**config.mk**
```make
export PLATFORM = sky130hd
export DESIGN_NAME = pipe_hazard_ctrl
export DESIGN_NICKNAME = d
export VERILOG_FILES = /design/src/rtl/pipe_ctrl_pkg.sv /design/src/rtl/mdu_seq.sv /design/src/rtl/pipe_hazard_ctrl.sv
export SDC_FILE = /design/constraint.sdc
export NUM_CORES = 1
export LEC_CHECK = 0
export CORE_UTILIZATION = 41
export CTS_BUF_LIST = sky130_fd_sc_hd__clkbuf_2 sky130_fd_sc_hd__clkbuf_4 sky130_fd_sc_hd__clkbuf_8
export DETAILED_ROUTE_END_ITERATION = 7
export PLACE_DENSITY = 0.78
export SETUP_SLACK_MARGIN = 0.05
export SLEW_MARGIN = 20
export SYNTH_ARGS = -nofsm -noshare
export SYNTH_HDL_FRONTEND = slang
export SYNTH_HIERARCHICAL = 1
export SYNTH_SLANG_ARGS = --single-unit
```
**constraint.sdc**
```tcl
create_clock -name clk -period 2.3 [get_ports clk]
set_input_delay 0.46 -clock clk [delete_from_list [all_inputs] [get_ports clk]]
set_output_delay 0.46 -clock clk [all_outputs]
set_load 0.005 [all_outputs]
```
**src/rtl/pipe_ctrl_pkg.sv**
```systemverilog
// Shared encodings for the pipeline hazard controller: forward selects and MDU sequencer states.
package pipe_ctrl_pkg;

  localparam logic [1:0] FWD_RF     = 2'b00;
  localparam logic [1:0] FWD_EXALU  = 2'b01;
  localparam logic [1:0] FWD_MEMALU = 2'b10;
  localparam logic [1:0] FWD_MEMLD  = 2'b11;

  typedef enum logic [1:0] {IDLE, BUSY, DONE} mdu_state_t;

  // A load in EX cannot be forwarded yet, so an EX hit only counts for ALU results.
  function automatic logic [1:0] fwd_sel(input logic ex_hit, input logic ex_ld,
                                         input logic mem_hit, input logic mem_ld);
    if (ex_hit && !ex_ld) return FWD_EXALU;
    if (mem_hit)          return mem_ld ? FWD_MEMLD : FWD_MEMALU;
    return FWD_RF;
  endfunction

endpackage

```
**src/rtl/mdu_seq.sv**
```systemverilog
// Holds a multi-cycle MDU op in decode: MDU_LAT stall cycles, registered one-cycle mdu_start.
// No launch while hold (data hazard) is high; DONE always returns to IDLE without relaunching.
module mdu_seq
  import pipe_ctrl_pkg::*;
#(
  parameter int MDU_LAT = 32
) (
  input  logic clk,
  input  logic clrn,
  input  logic d_mdu,
  input  logic hold,
  output logic mdu_stall,
  output logic mdu_start,
  output logic mdu_busy
);

  localparam int CW = (MDU_LAT > 2) ? $clog2(MDU_LAT) : 1;
  localparam logic [CW-1:0] CNT_INIT = CW'(MDU_LAT - 2);

  mdu_state_t    state, state_nxt;
  logic [CW-1:0] count, count_nxt;
  logic          start_nxt;

  always_ff @(posedge clk or negedge clrn) begin
    if (!clrn) begin
      state     <= IDLE;
      count     <= '0;
      mdu_start <= 1'b0;
    end else begin
      state     <= state_nxt;
      count     <= count_nxt;
      mdu_start <= start_nxt;
    end
  end

  // BUSY runs count = MDU_LAT-2 down to 0 inclusive, which with the IDLE cycle gives MDU_LAT stalls.
  always_comb begin
    state_nxt = state;
    count_nxt = count;
    start_nxt = 1'b0;
    case (state)
      IDLE: if (d_mdu && !hold) begin
        state_nxt = BUSY;
        count_nxt = CNT_INIT;
        start_nxt = 1'b1;
      end
      BUSY: begin
        if (count == '0) state_nxt = DONE;
        else             count_nxt = count - CW'(1);
      end
      DONE:    state_nxt = IDLE;
      default: state_nxt = IDLE;
    endcase
  end

  assign mdu_stall = ((state == IDLE) && d_mdu) || (state == BUSY);
  assign mdu_busy  = (state != IDLE);

endmodule

```
**src/rtl/pipe_hazard_ctrl.sv**
```systemverilog
// Five-stage pipeline hazard control: forwarding selects, load-use / MDU stalls, IF flush.
// Combinational controls, no added latency; PIPE_FWD_EN enables forwarding, else any RAW hit stalls.
module pipe_hazard_ctrl
  import pipe_ctrl_pkg::*;
#(
  parameter int MDU_LAT = 32,
  parameter int CNT_W   = 16
) (
  input  logic             clk,
  input  logic             clrn,
  input  logic [4:0]       rs,
  input  logic [4:0]       rt,
  input  logic             use_rs,
  input  logic             use_rt,
  input  logic             d_mdu,
  input  logic             d_branch,
  input  logic             ewreg,
  input  logic             em2reg,
  input  logic [4:0]       ern,
  input  logic             mwreg,
  input  logic             mm2reg,
  input  logic [4:0]       mrn,
  output logic             wpcir,
  output logic             dbubble,
  output logic             ifflush,
  output logic [1:0]       fwda,
  output logic [1:0]       fwdb,
  output logic             mdu_start,
  output logic             mdu_busy,
  output logic [CNT_W-1:0] stall_cnt
);

  logic ex_rs, ex_rt, mem_rs, mem_rt;
  logic data_stall, mdu_stall, stall;

  assign ex_rs  = ewreg && (ern != 5'd0) && (ern == rs);
  assign ex_rt  = ewreg && (ern != 5'd0) && (ern == rt);
  assign mem_rs = mwreg && (mrn != 5'd0) && (mrn == rs);
  assign mem_rt = mwreg && (mrn != 5'd0) && (mrn == rt);

`ifdef PIPE_FWD_EN
  assign fwda       = fwd_sel(ex_rs, em2reg, mem_rs, mm2reg);
  assign fwdb       = fwd_sel(ex_rt, em2reg, mem_rt, mm2reg);
  assign data_stall = em2reg && ((use_rs && ex_rs) || (use_rt && ex_rt));
`else
  logic unused_ld;
  assign unused_ld  = em2reg ^ mm2reg;
  assign fwda       = FWD_RF;
  assign fwdb       = FWD_RF;
  assign data_stall = (use_rs && (ex_rs || mem_rs)) || (use_rt && (ex_rt || mem_rt));
`endif

  mdu_seq #(.MDU_LAT(MDU_LAT)) u_mdu_seq (
    .clk       (clk),
    .clrn      (clrn),
    .d_mdu     (d_mdu),
    .hold      (data_stall),
    .mdu_stall (mdu_stall),
    .mdu_start (mdu_start),
    .mdu_busy  (mdu_busy)
  );

  assign stall   = data_stall || mdu_stall;
  assign wpcir   = !stall;
  assign dbubble = stall;
  // A stalled branch may be using stale operands; it resolves again once released.
  assign ifflush = d_branch && !stall;

  always_ff @(posedge clk or negedge clrn) begin
    if (!clrn)                         stall_cnt <= '0;
    else if (stall && (stall_cnt != '1)) stall_cnt <= stall_cnt + CNT_W'(1);
  end

endmodule

```
==> results of run 1 <==
## sequential cells by signal (all words and copies together) (netlist names)
register,cells
u_mdu_seq/state,2
u_mdu_seq/count,5
u_mdu_seq/mdu_start,1
stall_cnt,16
## worst paths after layout
| check | cells past startpoint | endpoint |
|---|---|---|
| setup / recovery | 7 | dbubble |
| hold / removal | 2 | stall_cnt[15] |
| setup reg to reg | 6 | stall_cnt[5] |
| hold reg to reg | 1 | stall_cnt[5] |
| max in group asynchronous | 2 | u_mdu_seq/count[4] |
| min in group clk | 1 | stall_cnt[5] |
## layout by cell type, fill, tap and decap left out, types with 6 or more instances in the layout
cell             instances
dfrtp_1                 24
nand2_1                  8
nor3_1                   9
nand4_1                  6
buf_4                   18
nor2_1                   8
xnor2_1                 22
clkdlybuf4s50_1         26
dlymetal6s2s_1           8
nand3_1                 10
xor2_1                  15
## repair_timing
action	CTS	global route
buffers inserted	3	1
pin swaps	7	7
setup endpoints to repair	24	8
hold endpoints to repair	0	0
gates resized for setup	45	12
## power breakdown
group / leakage, uW / total (uW) / switching (uW) / internal [uW]
combinational: 0.000687 / 912 / 374 / 537
sequential: 0.000284 / 773 / 189 / 583
clock: 0.0000210 / 222 / 125 / 97.0
total: 0.000992 / 1910 / 688 / 1220
## layout make-up
class | count | area, um2
Inverter | 4 | 15.0
Multi-Input combinational cell | 120 | 866
Clock buffer | 4 | 36.3
Sequential cell | 24 | 601
Tap cell | 46 | 57.6
Fill cell | 275 | 1220
Timing Repair Buffer | 66 | 616
## through the flow
stage | total power [uW] | std cells | cell area [um2]
finish | 1910 | 264 | 2190
global route | 2040 | 264 | 2190
CTS | 1910 | 263 | 2160
detailed placement | 1680 | 256 | 2110
global placement | 1650 | 256 | 2110
floorplan | 1220 | 154 | 1510
## logic make-up (layout without fill, tap and decap cells)
group / Yosys count / count (layout) / share of synthesized area (%)
AOI/OAI and AO/OA: 14 / 14 / 8.11
xor gates and xnor gates: 37 / 37 / 21.7
adders and majority gates: 2 / 2 / 1.67
buffers and inverters: 10 / 74 / 4.01
DFF: 24 / 24 / 40.1
muxes: 1 / 1 / 1.00
other: 1 / 4 / 0.251
and+or+nand+nor: 62 / 62 / 23.2
## critical path, cell delays in order
cell and delay (ps):
clkdlybuf4s15_1 200, or4_1 420, o21a_1 240, a221oi_4 330, buf_4 170, inv_2 20, buf_2 110
## per-layer routing
layer	GRT usage [%]	vias up
met4	8.72	0
met3	2.37	4
met2	32.5	47
met5	0	-
met1	27.9	636
li1	-	656
==> results.toml, run 1 <==
[power]
vdd_drop_max_mv = 0.565
power_density_nw_per_um2 = 870
leakage_uw = 0.000992

[timing]
rsz0062_at_grt = "true"
timing.hold.ws_ps = 471
fmax_ghz = 0.415
hold_viol = 0
period_needed_ps = 2410
fin_ws_ps = -111
slew_violations = 0
timing.final.crit_share_pct = 105
fin_tns_setup_ps = -247
setup_viol_count_final = 3
clock_skew_ps = 8.57

[floorplan]
core_area_um2 = 3420
dieArea_um2 = 3900
die_w_um = 62.4
die_h_um = 62.4
initial_core_util_pct = 43.8
fp-row-count = 21
num_io_pins = 55

[clocking]
worstSkewPairLatency_ps = 320
cts_sinks = 24
holdBufCountCts = 0
cts_buffers = 3
htree_num_levels = 1
cts_tree = "yes"
path_clk_slew_ps = 130
cts_root_buffer = "clkbuf_4"
clockBufferDepth = 2

[worst_setup_path]
critPathArrivalTime_ps = 1950
worst-path-max-fanout = 3
start_kind = "primary input"
crit_required_ps = 1840
reg2reg_slack_ps = 330
critical_path_class = "primary input to output pin"
rr_startpoint = "stall_cnt[6]"
crit_start = "ern[1]"
cp-end-kind = "output pin"

[layout]
final_core_util_pct = 64.1
n_antenna_cell = 0
drive_gt1_share_pct = 18.8
syn_to_final_growth_pct = 46.4
fin_nets = 251

[run_status]
status = "finished with violations"
violations = "negative setup slack"

[hold_path]
hold_path_class = "primary input to asynchronous set/reset pin"

[synth]
syn_area_per_cell_um2 = 9.91
async_flop_share_pct = 100
synth_edf_count = 0
netlist_instances = 151
synth_common_cells = "dfrtp_1 (24), xnor2_1 (22), xor2_1 (15), nand3_1 (10), nor3_1 (9)"
synth.distinct_cells = 37
synth_area_leaders = "dfrtp_1 (40%), xnor2_1 (13%), xor2_1 (8.8%), nand3_1 (3.3%), nor3_1 (3.0%)"
synth_most_common_cell = "dfrtp_1"
yosysWarnings = 6
synth_seq_cells = 24
yosys.area.top_type_share_pct = 40.1
ys_seq_area_share_pct = 40.1
synth_flop_cell = "dfrtp_1"
synth_top_area_cell = "dfrtp_1"
synth_area_um2 = 1500

[routing]
wl_met1_um = 1730
vias_per_cell = 5.09
dr.pass1.iters = 4
wl_um = 3720
routed.top_layer = "met4"
route.met2.wl_um = 1750
num_vias = 1343
drc = 0
antenna_left = 0
dr_wl_met3_um = 172
avgRoutedWirePerCell_um = 14.1
dr.first_iter.drc_count = 69

[grt]
gr-usage-all-layers_pct = 20.4
grt_max_degree = 25
antenna_found_initial = 0
grt_pass1_wl_um = 6270
grt_pass1_vias = 1342
overflow = 0

[place]
gp_congestion = 0.882
pre_cts_ws_ps = -844
dp_hpwl_um = 2750
portBuffers = 48

[flow_run]
drv_cap = 0
(Power assumes the default switching activity.)
==> inputs of run 2 (changes only) <==
--- a/config.mk
+++ b/config.mk
@@ -5,6 +5,7 @@
 export SDC_FILE = /design/constraint.sdc
 export NUM_CORES = 1
 export LEC_CHECK = 0
+export CAP_MARGIN = 10
 export CORE_UTILIZATION = 41
 export CTS_BUF_LIST = sky130_fd_sc_hd__clkbuf_2 sky130_fd_sc_hd__clkbuf_4 sky130_fd_sc_hd__clkbuf_8
 export DETAILED_ROUTE_END_ITERATION = 7
==> results of run 2 <==
Same layout as run 1: the final DEF is identical, and so are final timing and power.
==> inputs of run 3 (changes only) <==
--- a/config.mk
+++ b/config.mk
@@ -6,10 +6,10 @@
 export NUM_CORES = 1
 export LEC_CHECK = 0
 export CAP_MARGIN = 10
-export CORE_UTILIZATION = 41
+export CORE_UTILIZATION = 40
 export CTS_BUF_LIST = sky130_fd_sc_hd__clkbuf_2 sky130_fd_sc_hd__clkbuf_4 sky130_fd_sc_hd__clkbuf_8
 export DETAILED_ROUTE_END_ITERATION = 7
-export PLACE_DENSITY = 0.78
+export PLACE_DENSITY = 0.76
 export SETUP_SLACK_MARGIN = 0.05
 export SLEW_MARGIN = 20
 export SYNTH_ARGS = -nofsm -noshare
==> results.toml, run 3 (synthesis gave the netlist of run 1 again) <==
[run_status]
status = "finished with violations"
violations = "negative setup slack"

[layout]
seq_area_um2 = 601
syn_to_final_growth_pct = 44.9
fill_cells = 307
n_antenna_cell = 0
largest_registers = "stall_cnt x16, u_mdu_seq/count x5, u_mdu_seq/state x2"
largest_reg_flops = 16
final_cell_mix = "clkdlybuf4s50_1 (25), dfrtp_1 (24), xnor2_1 (22)"
final_common_cell = "clkdlybuf4s50_1"
fin_nets = 250
top_register = "stall_cnt"
drive_gt1_share_pct = 18.4
final_cells = 263
multiInputGateArea_um2 = 858

[grt]
antenna_found_initial = 0
grt_max_degree = 25
grt_pass1_wl_um = 6330
gr-usage-all-layers_pct = 19.6
overflow = 0
grt_pass1_vias = 1360

[routing]
dr_wl_met3_um = 222
antenna_left = 0
dr.first_iter.drc_count = 66
route.met2.wl_um = 1680
dr.pass1.iters = 4
routed.top_layer = "met4"
avgRoutedWirePerCell_um = 13.9
num_vias = 1341
wl_met1_um = 1700
vias_per_cell = 5.10
wl_um = 3650
drc = 0

[worst_setup_path]
rr_startpoint = "stall_cnt[9]"
reg2reg_slack_ps = 310
worst-path-max-fanout = 4
critPathSlowestCell = "or4_4"
max_stage_delay_ps = 520
critPathArrivalTime_ps = 1920
cp-end-kind = "output pin"
crit_required_ps = 1840
path_cells = "buf_6 > or4_4 > o21a_4 > a221oi_4 > buf_4 > inv_2 > buf_6"
cp_common_cell = "buf_6"
critical_path_class = "primary input to output pin"
r2r-end = "stall_cnt[1]"
r2r.worst_path.cells = 6
start_kind = "primary input"

[floorplan]
core_area_um2 = 3470
die_w_um = 63.2
initial_core_util_pct = 43.1
fp-row-count = 21
num_io_pins = 55
dieArea_um2 = 3990
die_h_um = 63.2

[place]
portBuffers = 48
pre_cts_ws_ps = -820
dp.cells = 258
dp_hpwl_um = 2800
gp_congestion = 0.903

[power]
vdd_drop_max_mv = 0.640
power_density_nw_per_um2 = 944
leakage_uw = 0.000943
finalPower_uw = 2050

[timing]
period_needed_ps = 2380
rsz0062_at_grt = "true"
clock_skew_ps = 3.80
fin_tns_setup_ps = -179
setup_viol_count_final = 3
slew_violations = 0
timing.final.crit_share_pct = 103
fin_ws_ps = -77.3
hold_viol = 0
fmax_ghz = 0.421

[clocking]
worstSkewPairLatency_ps = 270
holdBufCountCts = 0
cts_root_buffer = "clkbuf_8"
path_clk_slew_ps = 80
cts_tree = "yes"
cts_buffers = 3
clockBufferDepth = 2
cts_sinks = 24
htree_num_levels = 1

[hold_path]
hold_path_class = "flip-flop to flip-flop"
hold_path_startpoint = "stall_cnt[5]"
hold_path_depth = 1
holdPathEnd = "stall_cnt[5]"

[flow_run]
drv_cap = 0
run 3: cell types whose count changed in the layout (fill, tap and decap cells not counted), moves of 2 or more:
| cell | before | now |
|---|---|---|
| clkbuf_2 | 0 | 2 |
| clkbuf_4 | 3 | 0 |
| clkbuf_8 | 1 | 3 |
| dlygate4sd2_1 | 4 | 13 |
| dlymetal6s2s_1 | 8 | 0 |
| o22ai_1 | 0 | 2 |
| o22ai_2 | 2 | 0 |
run 3: how the worst max path moves through the flow:
| stage | startpoint | end | slack [ps] | depth (start not counted) |
|---|---|---|---|---|
| floorplan | ern[1] | ifflush | -80 | 5 |
| finish | ern[4] | dbubble | -80 | 7 |
| global route | ern[4] | dbubble | -130 | 7 |
| detailed placement | ern[1] | ifflush | -820 | 6 |
| global placement | ern[1] | ifflush | -810 | 6 |
| CTS | ern[1] | dbubble | -140 | 7 |
run 3: cell type report:
cell class                      count  area share, %
Clock buffer                        3           1.90
Clock inverter                      1           1.38
Inverter                            4          0.692
Multi-Input combinational cell    120           39.6
Sequential cell                    24           27.7
Tap cell                           46           2.65
Timing Repair Buffer               65           26.1
run 3: routing by layer:
metal | track usage, % | vias to the layer above
met2 | 32.5 | 69
met1 | 26.6 | 616
met3 | 2.72 | 8
met5 | 0 | -
met4 | 5.23 | 0
li1 | - | 648
run 3: power breakdown:
part           internal, uW  switching, uW  total [uW]
Clock                   233            137         370
Combinational           540            369         909
Sequential              585            184         768
Total                  1360            690        2050
run 3: critical path: cells and delay by family:
kind / cells / cell delay, ps
AND/OR/NAND/NOR: 1 / 520
AO/OA/AOI/OAI: 2 / 540
buffers and inverters: 4 / 390
run 3: timing repair:
item,4_1_cts,5_1_grt
pin swaps,6,6
setup endpoints to repair,23,3
setup buffers,1,0
resized for setup,48,7
run 3: through the flow:
step	area, um2	utilization [%]	hold slack (ps)
after global placement	2120	61.1	473
after CTS	2150	62.1	489
after global routing	2170	62.5	509
final	2170	62.5	483
after floorplan	1510	-	164
after detailed placement	2120	61.1	475
